File: src/rtl/uart_pkg.sv
// Shared UART definitions: receiver state encoding and a width helper.
package uart_pkg;

  // Receiver state encoding, 3-bit state register.
  localparam logic [2:0] RX_IDLE   = 3'd0;
  localparam logic [2:0] RX_START  = 3'd1;
  localparam logic [2:0] RX_DATA   = 3'd3;
  localparam logic [2:0] RX_PARITY = 3'd2;
  localparam logic [2:0] RX_STOP   = 3'd6;

  typedef enum logic [2:0] {
    StIdle   = RX_IDLE,
    StStart  = RX_START,
    StData   = RX_DATA,
    StParity = RX_PARITY,
    StStop   = RX_STOP
  } rx_state_e;

  // $clog2 that never yields a zero-width vector.
  function automatic int unsigned clog2_min1(input int unsigned n);
    return (n > 1) ? $clog2(n) : 1;
  endfunction

endpackage

File: src/rtl/uart_rx_sync.sv
// Two-flop synchronizer for an asynchronous single-bit input, with a
// configurable reset value so it can be reused on other async lines.
module uart_rx_sync #(
  parameter logic RESET_VALUE = 1'b1
) (
  input  logic clk,
  input  logic rst,
  input  logic d,
  output logic q
);

  logic stage1_q;
  logic stage2_q;

  // Two-stage metastability filter with synchronous reset.
  always_ff @(posedge clk) begin
    if (rst) begin
      stage1_q <= RESET_VALUE;
      stage2_q <= RESET_VALUE;
    end else begin
      stage1_q <= d;
      stage2_q <= stage1_q;
    end
  end

  assign q = stage2_q;

endmodule

File: src/rtl/uart_rx.sv
// UART receiver: oversamples rx at CLOCKS_PER_PULSE clocks per bit, samples
// mid-bit, recovers LSB-first frames and strobes each word out with error flags.
// Optional even-parity bit is enabled by defining UART_RX_PARITY_EN.
module uart_rx
  import uart_pkg::*;
#(
  parameter int unsigned CLOCKS_PER_PULSE = 16,
  parameter int unsigned DATA_WIDTH       = 8
) (
  input  logic                  clk,
  input  logic                  rst,
  input  logic                  rx,
  output logic [DATA_WIDTH-1:0] data_out,
  output logic                  data_valid,
  output logic                  frame_error,
  output logic                  parity_error,
  output logic                  rx_busy
);

  localparam int unsigned CW = clog2_min1(CLOCKS_PER_PULSE);
  localparam int unsigned BW = clog2_min1(DATA_WIDTH);
  localparam logic [CW-1:0] ClkHalf = CW'(CLOCKS_PER_PULSE / 2 - 1);
  localparam logic [CW-1:0] ClkLast = CW'(CLOCKS_PER_PULSE - 1);
  localparam logic [BW-1:0] BitLast = BW'(DATA_WIDTH - 1);

  logic                  rx_s;
  rx_state_e             state_q, state_d;
  logic [CW-1:0]         c_clocks_q, c_clocks_d;
  logic [BW-1:0]         c_bits_q, c_bits_d;
  logic [DATA_WIDTH-1:0] shift_q, shift_d;
  logic                  frame_done;  // stop bit sampled this cycle
`ifdef UART_RX_PARITY_EN
  logic                  par_err_q, par_err_d;
`endif

  uart_rx_sync #(
    .RESET_VALUE(1'b1)
  ) u_sync (
    .clk(clk),
    .rst(rst),
    .d  (rx),
    .q  (rx_s)
  );

  // Next-state logic: bit timing counters, shift register and frame completion.
  always_comb begin
    state_d    = state_q;
    c_clocks_d = c_clocks_q;
    c_bits_d   = c_bits_q;
    shift_d    = shift_q;
    frame_done = 1'b0;
`ifdef UART_RX_PARITY_EN
    par_err_d  = par_err_q;
`endif
    unique case (state_q)
      StIdle: begin
        if (!rx_s) begin
          state_d    = StStart;
          c_clocks_d = '0;
          c_bits_d   = '0;
        end
      end
      StStart: begin
        if (c_clocks_q == ClkHalf) begin
          c_clocks_d = '0;
          // A line that is high again at mid-start was a glitch, not a frame.
          state_d    = rx_s ? StIdle : StData;
        end else begin
          c_clocks_d = c_clocks_q + 1'b1;
        end
      end
      StData: begin
        if (c_clocks_q == ClkLast) begin
          c_clocks_d        = '0;
          shift_d[c_bits_q] = rx_s;
          if (c_bits_q == BitLast) begin
`ifdef UART_RX_PARITY_EN
            state_d = StParity;
`else
            state_d = StStop;
`endif
          end else begin
            c_bits_d = c_bits_q + 1'b1;
          end
        end else begin
          c_clocks_d = c_clocks_q + 1'b1;
        end
      end
`ifdef UART_RX_PARITY_EN
      StParity: begin
        if (c_clocks_q == ClkLast) begin
          c_clocks_d = '0;
          par_err_d  = rx_s ^ (^shift_q);
          state_d    = StStop;
        end else begin
          c_clocks_d = c_clocks_q + 1'b1;
        end
      end
`endif
      StStop: begin
        // Leave at mid-stop so a back-to-back start edge is not missed.
        if (c_clocks_q == ClkLast) begin
          c_clocks_d = '0;
          frame_done = 1'b1;
          state_d    = StIdle;
        end else begin
          c_clocks_d = c_clocks_q + 1'b1;
        end
      end
      default: state_d = StIdle;
    endcase
  end

  // State, counters and registered outputs; reset aborts any frame in flight.
  always_ff @(posedge clk) begin
    if (rst) begin
      state_q     <= StIdle;
      c_clocks_q  <= '0;
      c_bits_q    <= '0;
      shift_q     <= '0;
      data_out    <= '0;
      data_valid  <= 1'b0;
      frame_error <= 1'b0;
    end else begin
      state_q    <= state_d;
      c_clocks_q <= c_clocks_d;
      c_bits_q   <= c_bits_d;
      shift_q    <= shift_d;
      data_valid <= frame_done;
      if (frame_done) begin
        data_out    <= shift_q;
        frame_error <= ~rx_s;
      end
    end
  end

`ifdef UART_RX_PARITY_EN
  // Hold the parity result until the stop-bit strobe publishes it.
  always_ff @(posedge clk) begin
    if (rst) begin
      par_err_q    <= 1'b0;
      parity_error <= 1'b0;
    end else begin
      par_err_q <= par_err_d;
      if (frame_done) begin
        parity_error <= par_err_q;
      end
    end
  end
`else
  assign parity_error = 1'b0;
`endif

  assign rx_busy = (state_q != StIdle);

endmodule

File: config.mk
export PLATFORM = sky130hd
export DESIGN_NAME = uart_rx
export DESIGN_NICKNAME = d
export VERILOG_FILES = /design/src/rtl/uart_pkg.sv /design/src/rtl/uart_rx_sync.sv /design/src/rtl/uart_rx.sv
export SDC_FILE = /design/constraint.sdc
export NUM_CORES = 1
export LEC_CHECK = 0
export ABC_CLOCK_PERIOD_IN_PS = 1700
export CAP_MARGIN = 10
export CORE_ASPECT_RATIO = 0.5
export CORE_UTILIZATION = 40
export CTS_CLUSTER_DIAMETER = 60
export DETAILED_ROUTE_END_ITERATION = 8
export SKIP_CTS_REPAIR_TIMING = 1
export SLEW_MARGIN = 15
export SYNTH_ARGS = -nofsm -noshare
export SYNTH_HDL_FRONTEND = slang
export SYNTH_HIERARCHICAL = 1
export SYNTH_SLANG_ARGS = --single-unit
export TNS_END_PERCENT = 30
File: constraint.sdc
create_clock -name clk -period 1.7 [get_ports clk]
set_input_delay 0.255 -clock clk [delete_from_list [all_inputs] [get_ports clk]]
set_output_delay 0.255 -clock clk [all_outputs]
set_load 0.1 [all_outputs]
==> results.md <==
- Initial core utilization: 0.4378
- CTS tree: yes
- N_diodes: 0
- Clock buffer depth: 2
- Initial antenna violation count: 0
- Vias in the first global route: between 900 and 1000
- Fin crit period: ~1.6 ns
- Worst hold-check path type: flop to flop
- Sw Share: 0.2269
- Period Utilization, post-route: 0.9473
- Router iterations before antenna repair: 6
- Dpl cell area: 0.001677 mm^2
- Worst EP required: around 1.9 ns
- R2r startpoint: state_q[1]
- Via Count: roughly 1100
- Routability cong.: 0.8181
- Register area share after synthesis: 0.4400
- Die area: ~0.0037 mm^2
- Post-Synth Adder-Cell Area: 0.02750
- Clk Latency, worst-skew pair: 0.28 ns
- Util after Layout: 0.5726
- Slew Viols, Final: 0
- Synth Flop Type: dfxtp_1
- Internal power: about 1.1 mW
- Rows: 14
- Routed WL: approximately 2800 um
- Iter 0 DRT Violations: 34
- CP endpoint kind: flop
- Leak pwr: 0.6808 nW
- Final std cells w/o fill: 218
- Leading post-synthesis cells by cell area: dfxtp_1, mux2i_1, nand2_1, a21oi_1, nor2_1
- Total track usage: 0.1677
- Max-cap violations: 0
- Post-route cell area: between 0.0015 and 0.002 mm^2
- H-tree Lvls: 2
- Pwr per Cell Area: 768.1 mW/mm^2
- Via/cell ratio: 5.183
- Congestion Overflow GR: 0
- HP Start: u_sync/stage1_q
- Fill count: between 200 and 300
- CP arrival: ~1.8 ns
- Syn nets: between 150 and 200
- # DRC: 0
- DP HPWL: 1924 um
- Status: finished, final reports clean
- Core Box Area: approximately 0.0031 mm^2
- Share of the synthesized area in the top cell type: 0.4400
- Num CTS Buffers: 5
- Distinct cells, synth: 38
- R2R depth: 4
- Sink Count: 30
- Final Skew: around 0.0054 ns
- Clock Tree Root: clkbuf_8
- Global-route wire length before repair: 4560 um
- #FFs+latches synth: 30
- Worst-path clk slew: 0.06 ns
- Top cells by count, synth: dfxtp_1, nand2_1, nor2_1
- Gate power share: 0.051
- Clk pwr share: 0.431
- Critical Path Start: state_q[1]
- IO Pins: 15
- Number of hold violations in the final report: 0
- Compound-Gate Fraction of Synth Area: 0.1503
- Area leader, netlist: dfxtp_1
- Post-synth EDFFs: 0
- Ys Warns: 6
- Mux contribution to synthesized area: 0.06599
- Pin count of the biggest net entering global routing: 13
- Mapped Cells: roughly 160
- Placed insts: 210
- Hold path depth: 1
- CP Launch Type: flop
- Combinational family with the most area after synthesis: simple AND/OR/NAND/NOR gates
- Post-Synthesis Cell Area: 0.001365 mm^2
- WL per Instance: 12.94 um
- Synth Area in XOR/XNOR: 0.006416
- Final setup vio count: 0
- Die Width: roughly 85 um
- Fmax: between 600 and 700 MHz
- Share of cells above drive strength 1: 0.1966
- Nets: 183
- Vert. Die Dim: 43.31 um
- Synth Area in Simple Gates: 0.2585
- Worst setup path category: flop to flop
- Worst Path Max Fanout: 11
- Async SR Flop Fraction: 0
- R2R Setup Slk: 0.09 ns
- Cell with the most instances after synthesis: dfxtp_1
- Port bufs: 13
- Register share of total power: 0.518
- P_sw: a little over 0.3 mW
- Antenna-violating nets left: 0
- FF-to-FF End: shift_q[3]
- Synthesized area per cell: just under 9 um^2
- Worst Hold Path EP: u_sync/q
- TNS Setup: 0 ns
- Largest vdd supply drop: about 530 uV
- P&R area growth vs syn: 30.80%
metrics by stage:
stage	hold WS (ns)	setup slack, ns	power, mW
2_1_floorplan	0.3521	0.1368	0.7730
3_3_place_gp	0.3849	0.1331	0.7951
3_5_place_dp	0.3982	0.06096	0.7954
4_1_cts	0.4126	0.06045	1.381
5_1_grt	0.4210	-0.03015	1.411
6_report	0.4069	0.08955	1.371
registers in the layout (all words and copies together) (netlist names):
register / flops
data_valid: 1
c_bits_q: 3
c_clocks_q: 4
state_q: 3
data_out: 8
frame_error: 1
u_sync/stage1_q: 1
shift_q: 8
u_sync/q: 1
area by class of cell:
type	count	area (um^2)	share of cell area
Tap cell	40	50.05	0.02803
Sequential cell	30	600.6	0.3364
Multi-Input combinational cell	114	720.7	0.4036
Timing Repair Buffer	22	307.8	0.1724
Clock buffer	7	86.33	0.04835
Clock inverter	1	5.005	0.002803
Inverter	4	15.01	0.008409
power by group through the flow:
stage	clock, mW	combinational, mW	sequential [mW]
after CTS	0.601	0.0699	0.710
final	0.591	0.0705	0.710
after detailed placement	0	0.0694	0.726
after floorplan	0	0.0479	0.725
after global placement	0	0.0694	0.726
after global routing	0.624	0.0757	0.711
layout by cell type (no fill, tap or decap), drive strengths merged:
master / count
and3b: 2
dfxtp: 30
clkbuf: 7
nand3: 2
o21ba: 1
and3: 1
a21oi: 15
nor2: 18
nand4: 6
nor3: 1
o21bai: 1
o32a: 1
nor4b: 1
clkdlybuf4s50: 2
a211oi: 2
a21boi: 1
a32oi: 1
conb: 1
or3: 2
inv: 4
and2: 1
xnor2: 1
ha: 3
nor2b: 2
buf: 20
or2: 2
nor4: 3
nor3b: 1
a22oi: 2
clkinv: 1
nand2: 23
nand2b: 1
mux2i: 9
nand3b: 5
a41oi: 1
o21ai: 4
per-layer routing:
layer | vias to the layer above | track usage | part of all wire
met5 | - | 0 | 0
met4 | 0 | 0.09153 | 0.016
met3 | 7 | 0.05837 | 0.033
met2 | 14 | 0.2390 | 0.40
met1 | 525 | 0.2242 | 0.55
li1 | 584 | - | -
kinds of logic after synthesis:
group / Yosys count
xor gates and xnor gates: 1
muxes: 9
and+or+nand+nor: 71
other: 1
adders and majority gates: 3
buffers and inverters: 13
AOI/OAI and AO/OA: 29
DFF: 30
worst max-delay path, stage by stage, from the launching register on:
cell and delay (ns):
dfxtp_1 0.56, nand3b_1 0.29, nor4_1 0.38, mux2i_1 0.23, nor2_1 0.05
how the worst max path moves through the flow:
stage	end	slack [ns]	depth (start not counted)
CTS	shift_q[3]	0.06	5
floorplan	c_bits_q[0]	0.14	6
finish	shift_q[3]	0.09	4
global route	shift_q[3]	-0.03	4
global placement	shift_q[3]	0.13	5
detailed placement	shift_q[7]	0.06	5
(Power assumes the default switching activity.)
